### src/rtl/router_pkt_reader.sv
// Read-side engine for one router output FIFO: drains header/payload/parity packets
// onto a byte stream with sop/eop framing, parity checking and stall timeout.
module router_pkt_reader #(
  parameter int TIMEOUT = 30,
  parameter int CNT_W   = 5
) (
  input  logic       clk,
  input  logic       rst,
  input  logic       fifo_empty,
  input  logic [7:0] fifo_dout,
  output logic       fifo_rd_en,
  output logic       fifo_soft_rst,
  output logic [7:0] out_data,
  output logic       out_valid,
  input  logic       out_ready,
  output logic       out_sop,
  output logic       out_eop,
  output logic [1:0] out_dest,
  output logic       parity_err,
  output logic       timeout_err
);

  typedef enum logic [1:0] {IDLE, HDR, PAYLOAD, PAR} state_t;

  localparam logic [CNT_W-1:0] STALL_LAST = CNT_W'(TIMEOUT - 1);

  state_t           state;
  logic             vld_p0;
  logic [5:0]       len_cnt;
  logic [7:0]       par_acc;
  logic             par_bad;
  logic [CNT_W-1:0] stall_cnt;
  logic             xfer;
  logic             stall;
  logic             timeout_hit;

  assign xfer        = out_valid & out_ready;
  assign stall       = out_valid & ~out_ready;
  assign timeout_hit = stall && (stall_cnt == STALL_LAST);

  // A pending eop beat blocks the next header read so packets never overlap in state.
  assign fifo_rd_en = !rst && !fifo_empty && !vld_p0 && !fifo_soft_rst &&
                      (!out_valid || out_ready) && !(out_valid && out_eop);

  assign parity_err = xfer & out_eop & par_bad;

  always_ff @(posedge clk) begin
    if (rst) begin
      state         <= IDLE;
      vld_p0        <= 1'b0;
      len_cnt       <= '0;
      par_acc       <= '0;
      par_bad       <= 1'b0;
      stall_cnt     <= '0;
      fifo_soft_rst <= 1'b0;
      timeout_err   <= 1'b0;
      out_data      <= '0;
      out_valid     <= 1'b0;
      out_sop       <= 1'b0;
      out_eop       <= 1'b0;
      out_dest      <= '0;
    end else begin
      fifo_soft_rst <= 1'b0;
      timeout_err   <= 1'b0;
      if (timeout_hit) begin
        fifo_soft_rst <= 1'b1;
        timeout_err   <= 1'b1;
        out_valid     <= 1'b0;
        out_sop       <= 1'b0;
        out_eop       <= 1'b0;
        vld_p0        <= 1'b0;
        state         <= IDLE;
        stall_cnt     <= '0;
        par_acc       <= '0;
        par_bad       <= 1'b0;
      end else begin
        // Stage p0: read issued this cycle, data present on fifo_dout next cycle.
        vld_p0 <= fifo_rd_en;
        if (stall) stall_cnt <= stall_cnt + CNT_W'(1);
        else       stall_cnt <= '0;
        if (fifo_rd_en && state == IDLE) state <= HDR;

        if (xfer) begin
          out_valid <= 1'b0;
          out_sop   <= 1'b0;
          out_eop   <= 1'b0;
          if (out_eop) begin
            state   <= IDLE;
            par_bad <= 1'b0;
          end
        end

        // Stage p1: landed byte moves into the output register.
        if (vld_p0) begin
          out_valid <= 1'b1;
          out_data  <= fifo_dout;
          out_sop   <= (state == HDR);
          out_eop   <= (state == PAR);
          case (state)
            HDR: begin
              len_cnt  <= fifo_dout[7:2];
              out_dest <= fifo_dout[1:0];
              par_acc  <= fifo_dout;
              state    <= (fifo_dout[7:2] == 6'd0) ? PAR : PAYLOAD;
            end
            PAYLOAD: begin
              par_acc <= par_acc ^ fifo_dout;
              len_cnt <= len_cnt - 6'd1;
              if (len_cnt == 6'd1) state <= PAR;
            end
            PAR: begin
              par_bad <= (par_acc != fifo_dout);
              par_acc <= '0;
            end
            default: ;
          endcase
        end
      end
    end
  end

endmodule
### config.mk
export PLATFORM = sky130hd
export DESIGN_NAME = router_pkt_reader
export DESIGN_NICKNAME = d
export VERILOG_FILES = /design/src/rtl/router_pkt_reader.sv
export SDC_FILE = /design/constraint.sdc
export NUM_CORES = 1
export LEC_CHECK = 0
export CAP_MARGIN = 20
export CORE_UTILIZATION = 62
export CTS_CLUSTER_DIAMETER = 80
export DETAILED_ROUTE_END_ITERATION = 10
export DONT_BUFFER_PORTS = 1
export GPL_TIMING_DRIVEN = 1
export HOLD_SLACK_MARGIN = 0.03
export PLACE_DENSITY_LB_ADDON = 0.05
export SYNTH_ARGS = -nofsm -noshare
export SYNTH_HDL_FRONTEND = slang
export SYNTH_SLANG_ARGS = --single-unit
### constraint.sdc
create_clock -name clk -period 4.2 [get_ports clk]
set_clock_uncertainty 0.1 [all_clocks]
set_input_delay 0.84 -clock clk [delete_from_list [all_inputs] [get_ports clk]]
set_output_delay 0.84 -clock clk [all_outputs]
set_load 0.05 [all_outputs]
==> results summary, run 1 <==
The ratio of cells with drive above 1 in the final layout came out at 0.0705. The layout net count came out at 247. The last weighted congestion value of the routability-driven placer came out at 0.818.

The area enclosed by the die boundary is approximately 3400 um2. The synthesized netlist contains 41 unique library cells. The post-cts gate resize count is 0. Of all cell types, the one taking the most synthesized area is dfxtp_1. The TritonCTS buffer count came out at 5.

The post-CTS setup repair buffer count came out at 0. The path class of the tightest hold or removal check is reg2reg. TritonCTS built the clock tree.

The share of power burned in the clock network is 0.364. Summed over all nets, wire length on met3 after detailed routing comes to approximately 240 um. The largest family of logic cells by synthesized area is simple AND/OR/NAND/NOR gates. The fraction of the mapped netlist area in adder cells came out at 0.0573. Once detail routing completed, the nets flagged for antenna violations numbered 0. The count of hold-fix buffers inserted at cts came out at 0.

The die is around 58 um tall. The total count of max-transition violations in the final report is 0. The number of cell rows is 20.

The port buffer count is 0. The number of endpoints with negative hold slack in the final report is 0. In this run, synthesis produced a sequential element count of 37. The post-detailed-route DRC marker count came out at 0. The overall fraction of global-route tracks in use came out at 0.264. Counting every net in the synthesized netlist gives 250. Of the total power, the share spent switching nets is 0.247.

The detailed router used layers up to and including met4. The H-tree was split into 2 levels. The sum of negative setup slack came out at 0 ps. The number of clock sinks is 37. The total vias in the final route came out at 1,618.

The first-iteration detailed-routing DRC count came out at 95. The number of antenna violations at the first check in global routing came to 0. The share of synthesized area in the top cell type comes to 0.377. After synthesis, the cell types taking the most area are dfxtp_1, o21ai_0, ha_1. The post-layout minimum cycle time came out at 3080 ps. dfxtp_1 is the most common cell in the netlist. The routed design has 4200 um of wire. The area of the mapped netlist is 1960 um2. The post-detailed-route wirelength per cell came out at 15.5 um. The power share of the combinational group is 0.082.

The utilization after layout is 0.678. The register area share after synthesis came out at 0.377. The warning count from the yosys run is 0. The cell sitting at the root of the clock tree is a clkbuf_4. Of the total power, registers draw 0.554. The xor/xnor cell area share of the yosys netlist is 0.0490. The simple-gate portion of the synthesized area came out at 0.221.

Synthesis handed over a netlist of 229 instances. The minimum setup slack in the final design is ~1100 ps. The flow ran to the end, and the final reports show no timing, DRC or antenna violations. The routed length on met1 is 1850 um. For the worst setup path, the data required time is 3260 ps. Summed over all nets, the half-perimeter wirelength after detailed placement is 2990 um.

The class of the most critical setup path is reg2out. The amount of wire on met2 after detailed routing came out at 2010 um. For this configuration, the core starts out at a cell density of 0.649. The buffer levels on the longest clock path is 2. The detailed-route vias per instance is approximately 6.

Setup violations remaining at the end of the flow were counted as 0. Yosys mapped a number of flops with a built-in enable equal to 0. The standard cell core area is 3030 um2. Setup repair after global routing left no endpoint under its margin. The leakage power is 0.754 nW. The total global routing overflow is 0. Among all flip-flop cells after synthesis, the most frequent one is dfxtp_1. The fraction of synthesis flops using an asynchronous set or reset pin is 0. Clock-pin slew was measured on the worst setup and hold paths at about 110 ps. The cell area after placement came out at 1970 um2. The total power per unit cell area came out at 344 nW/um2. The worst setup path is launched from a flop. Each instance of the synthesized netlist takes up on average 8.58 um2.

The synthesized-area fraction occupied by ao, oa, aoi and oai cells is 0.192. Internal power comes to 532 uW. The critical-path maximum fanout is 6. The layout overhead on the synthesized area came out at 4.52%. The number of iterations in the first detailed-routing pass came out at 5. The area of all placed cells without fillers is a little over 2000 um2.

Measured against its own limit, the worst slew margin works out to 0.354. The number of global-route vias before repair is 1,521. The worst-case IR drop observed on VDD is 0.237 mV. The number of placed I/O pins is 29. The first-pass GRT wire length came out at 6710 um. The slew of the pin with the lowest slew margin is 967 ps.

The pin count of the biggest net entering global routing came out at 29. The total inserted antenna cells came out at 0. The clock network latency to the later pin of the worst-skew pair came out at 340 ps. In the finished design, the share of the clock period the worst path needs comes to 0.734. The arrival time of data at the critical path endpoint is 2140 ps. The max-cap violation count is 0. The chip width came out at 58.3 um. The multiplexer share of the synthesized area is 0.0567. The fill cell total of the finished layout is 260.

The highest clock rate is 325 MHz. The kind of capture point of the worst setup path is a primary output. In the synthesized netlist, the cells that appear most often are dfxtp_1, o21ai_0, a21oi_1, nor2_1, nor2b_1. The placement-stage worst setup slack came out at 1500 ps.

The power spent charging and discharging nets is 174 uW.
## per-stage QoR
stage          hold WS [ps]  std cells  power (mW)
6_report                378        271       0.706
3_3_place_gp            347        263       0.454
2_1_floorplan           333        229       0.449
3_5_place_dp            361        263       0.457
5_1_grt                 418        271       0.733
4_1_cts                 387        271       0.713
## path summary, 6_finish.rpt
check	from	to	slack [ps]	cells after the start
max	out_valid	parity_err	1120	2
min	stall_cnt[0]	stall_cnt[0]	380	1
max reg2reg	state[0]	par_acc[0]	1920	6
min reg2reg	stall_cnt[0]	stall_cnt[0]	380	1
## power groups by stage
| stage | clock (mW) | combinational [mW] | sequential [mW] |
|---|---|---|---|
| 2_1_floorplan | 0 | 0.0544 | 0.394 |
| 3_3_place_gp | 0 | 0.0556 | 0.398 |
| 3_5_place_dp | 0 | 0.0576 | 0.399 |
| 4_1_cts | 0.264 | 0.0579 | 0.391 |
| 5_1_grt | 0.276 | 0.0641 | 0.393 |
| 6_report | 0.257 | 0.0579 | 0.391 |
## final cells by class
type	instances	area, um2	share of cell area
sequential	37	741	0.361
clock buffer	7	55.1	0.0268
multi-input combinational	172	1130	0.551
inverter	9	33.8	0.0165
timing repair buffer	1	7.51	0.00366
tap	44	55.1	0.0268
clock inverter	1	30.0	0.0146
## placed cells by master, fill, tap and decap left out, types with 2 or more instances in the layout
cell type  synthesis  layout
dfxtp_1           37      37
nand2b_1           3       3
nand4_1            3       3
and3_1             3       3
nor3_1            10      10
a21boi_0           2       2
nor2_1            20      20
nor2b_1           13      13
and2_1             8       8
clkbuf_4           0       5
o211ai_1           3       3
nor4_1             3       3
mux2i_1           10      10
o21ai_0           24      24
xnor2_1           10      10
a21oi_1           20      20
nand3_1            2       2
ha_1               9       9
o21bai_1           3       3
inv_1              9       9
nand2_1            9       9
## logic make-up after synthesis
family | Yosys count
simple gates | 80
mux | 11
compound gates | 61
flops | 37
buf+inv | 20
xor+xnor | 11
fa+ha+maj | 9
## flip-flops by register name, summed over array words and instances (netlist names)
| register | cells |
|---|---|
| out_dest | 2 |
| vld_p0 | 1 |
| stall_cnt | 5 |
| par_acc | 8 |
| len_cnt | 6 |
| out_sop | 1 |
| state | 2 |
| out_data | 8 |
| out_valid | 1 |
| timeout_err | 1 |
| out_eop | 1 |
| par_bad | 1 |
## worst max-delay path: stages (launching register included)
cell     delay (ps)
dfxtp_1         780
nand3_1         290
nor2_1          740
## metal layers
layer | GRT usage | up-vias
met5 | 0 | -
met4 | 0.112 | 0
met3 | 0.0769 | 10
met2 | 0.433 | 52
met1 | 0.326 | 765
li1 | - | 791
Note: power is estimated with default switching activity, not from simulation.
==> inputs of run 2 (changes only) <==
Clock period 4.2 ns to 3 ns, I/O delays scaled along.
==> run 2 against run 1 <==
Routed wire length up 5.6%. Sequential share of layout area is 0.50 points lower. Combinational power grew 51%. Final area rose by 1.4%. Critical endpoint is now fifo_rd_en.
==> results summary, run 2 (synthesized netlist as in run 1, its figures left out) <==
The last weighted congestion value of the routability-driven placer was 0.818 (about the same). The highest clock rate came out at 391 MHz. The power share of the combinational group is 0.089 (+0.007).

The post-detailed-route wirelength per cell was 16.1 um (+4.1%). The max-cap violation count is 0 (unchanged). The post-cts gate resize count came to 0 (unchanged).

In this run the critical register-to-register path is captured at par_acc[2]. The internal power component is 723 uW (+36%). The number of cells traversed by the worst register-to-register path is 6 (unchanged). The overall routed net length came out at 4430 um (+5.6%). The worst slew slack as a fraction of its limit came to 0.418 (+0.0640).

The total power per unit cell area is 474 nW/um2 (+38%). The first-pass GRT wire length is 7470 um (+11%). The source of the worst register-to-register timing path is state[0]. In the layout the commonest cells are dfxtp_1, o21ai_0, nor2_1, a21oi_1, nor2b_1. The share of the clock period used by the worst path is 0.852. The detailed-route vias per instance was 5.93 (-0.72%). The pin count of the biggest net entering global routing is 29 (unchanged). The area enclosed by the die boundary is 3400 um2 (unchanged). The worst setup path startpoint is vld_p0.

The met2 usage came to 0.504 (+0.0706). CTS placed an instance of clkbuf_4 at the clock tree root. The number of global-route vias before repair came out at 1,690 (+11%). The run finished with clean final reports. The capturing element of the worst setup path is fifo_rd_en. The global-route layer with the greatest usage is met2.

The total global routing overflow came to 0 (unchanged). The met1 usage in global routing came to 0.340 (+0.0140). The number of iterations in the first detailed-routing pass is 4 (-1). The first-iteration detailed-routing DRC count was 71 (-25%). The chip width came out at 58.3 um (unchanged). The die height came out at 58.3 um (unchanged). The clock period could shrink to 2560 ps. The maximum resistive drop on vdd came out at 0.367 mV (+55%). The clock network latency to the later pin of the worst-skew pair is 350 ps (about the same). The slack of the worst reg-to-reg path came to 760 ps (-1160 ps).

The total number of H-tree levels came out at 2 (unchanged). The ratio of cells with drive above 1 in the final layout came out at 0.0909 (+0.0204). The TritonCTS buffer count is 5 (unchanged). The final HPWL from detailed placement came to 3140 um (+4.9%). The arrival time of data at the critical path endpoint is 1860 ps (-280 ps). The met3 demand-to-capacity share in global routing is 0.0923 (+0.0154).

Leaving out fill and tap cells, the most frequent cell in the layout is dfxtp_1. The sequential power share is 0.552 (-0.002). From synthesis to final layout, the design area changed by 5.99%. The layout net count was 251 (+1.6%).

The number of clock sinks is 37 (unchanged). The minimum setup slack in the final design came out at 445 ps (-674 ps). The effective utilization at floorplan came out at 0.649 (unchanged).

The required time of the critical path is 2300 ps (-960 ps). The placement-stage worst setup slack is 777 ps (-723 ps). The total count of max-transition violations in the final report came to 0 (unchanged). STA classifies the critical path endpoint as a primary output.

The number of endpoints with negative hold slack in the final report came out at 0 (unchanged). The count of hold-fix buffers inserted at cts was 0 (unchanged). The port buffer count was 0 (unchanged). The standard cell core area came out at 3030 um2 (unchanged).

The TritonCTS clock tree is done. The largest registers in the layout are out_data: 8 flops, par_acc: 8 flops, len_cnt: 6 flops. The number of placed I/O pins is 29 (unchanged). The post-CTS setup repair buffer count is 0 (unchanged). The switching part of the total power came out at 0.267 (+0.0202). The buffer levels on the longest clock path came out at 2 (unchanged). The number of placed cells counting well taps came out at 267 (+1.5%).

The sum of negative setup slack is 0 ps (unchanged). The total inserted antenna cells is 0 (unchanged). The number of cell rows is 20 (unchanged). The number of antenna violations at the first check in global routing came out at 0 (unchanged). The leakage power was 0.770 nW (+2.2%). The slew of the pin with the lowest slew margin is 872 ps (-94.6 ps). The clock-pin slew reported for the worst setup and hold paths after clock tree synthesis is 120 ps (about the same). The class of the most critical setup path is reg2out.

The post-detailed-route DRC marker count was 0 (unchanged). The power spent charging and discharging nets came out at 264 uW (+51%). Setup repair after global routing left no endpoint under its margin. The critical-path maximum fanout is 11 (+5). The worst hold-check slack is 201 ps (-177 ps).

The overall fraction of global-route tracks in use came out at 0.300 (+0.0353). The final cell count without fillers came out at 275 (+1.5%). The startpoint type of the worst setup path is a flop.

The final-report setup violation count is 0 (unchanged). The share of power burned in the clock network came out at 0.360 (-0.004). The path class of the tightest hold or removal check is in2reg. The number of nets with antenna violations after routing is 0 (unchanged).

The total vias in the final route is 1,630 (+0.74%).
run 2: cell count changes in the layout (fill, tap and decap cells not counted), sizes merged:
cell / delta
buf: +4
clkbuf: -2
clkinv: +1
clkinvlp: +1
run 2: worst min path at each step:
stage | start | end | slack, ps | cells after the start
final | rst | len_cnt[5] | 200 | 1
after global routing | rst | out_data[5] | 170 | 1
after CTS | rst | out_dest[0] | 190 | 1
after detailed placement | len_cnt[5] | len_cnt[5] | 370 | 2
after global placement | stall_cnt[0] | stall_cnt[0] | 350 | 1
after floorplan | stall_cnt[0] | stall_cnt[0] | 330 | 1
run 2: power by group through the flow:
stage,sequential (mW),combinational (mW),clock (mW)
after floorplan,0.552,0.0761,0
after global placement,0.554,0.0825,0
after detailed placement,0.556,0.0857,0
after CTS,0.544,0.0867,0.367
after global routing,0.547,0.0966,0.386
final,0.544,0.0876,0.355
run 2: per-stage QoR:
stage / utilization / total power [mW] / area, um2
after floorplan: - / 0.628 / 1960
after global placement: 0.660 / 0.636 / 2000
after detailed placement: 0.660 / 0.641 / 2000
after CTS: 0.688 / 0.998 / 2080
after global routing: 0.688 / 1.03 / 2080
final: 0.688 / 0.987 / 2080
run 2: layer usage:
layer / wire, um / share of wire
met1: 1880 / 0.42
met2: 2190 / 0.49
met3: 251 / 0.057
met4: 111 / 0.025
met5: 0 / 0
run 2: critical path, cell delays in order, from the launching register on:
cell	delay (ps)
dfxtp_1	470
or4_4	620
a21oi_4	400
run 2: final cells by class:
cell class                      count  area [um2]
Inverter                            9        33.8
Clock inverter                      3        46.3
Sequential cell                    37         741
Clock buffer                        5        37.5
Tap cell                           44        55.1
Fill cell                         270         946
Timing Repair Buffer                5        37.5
Multi-Input combinational cell    172        1130
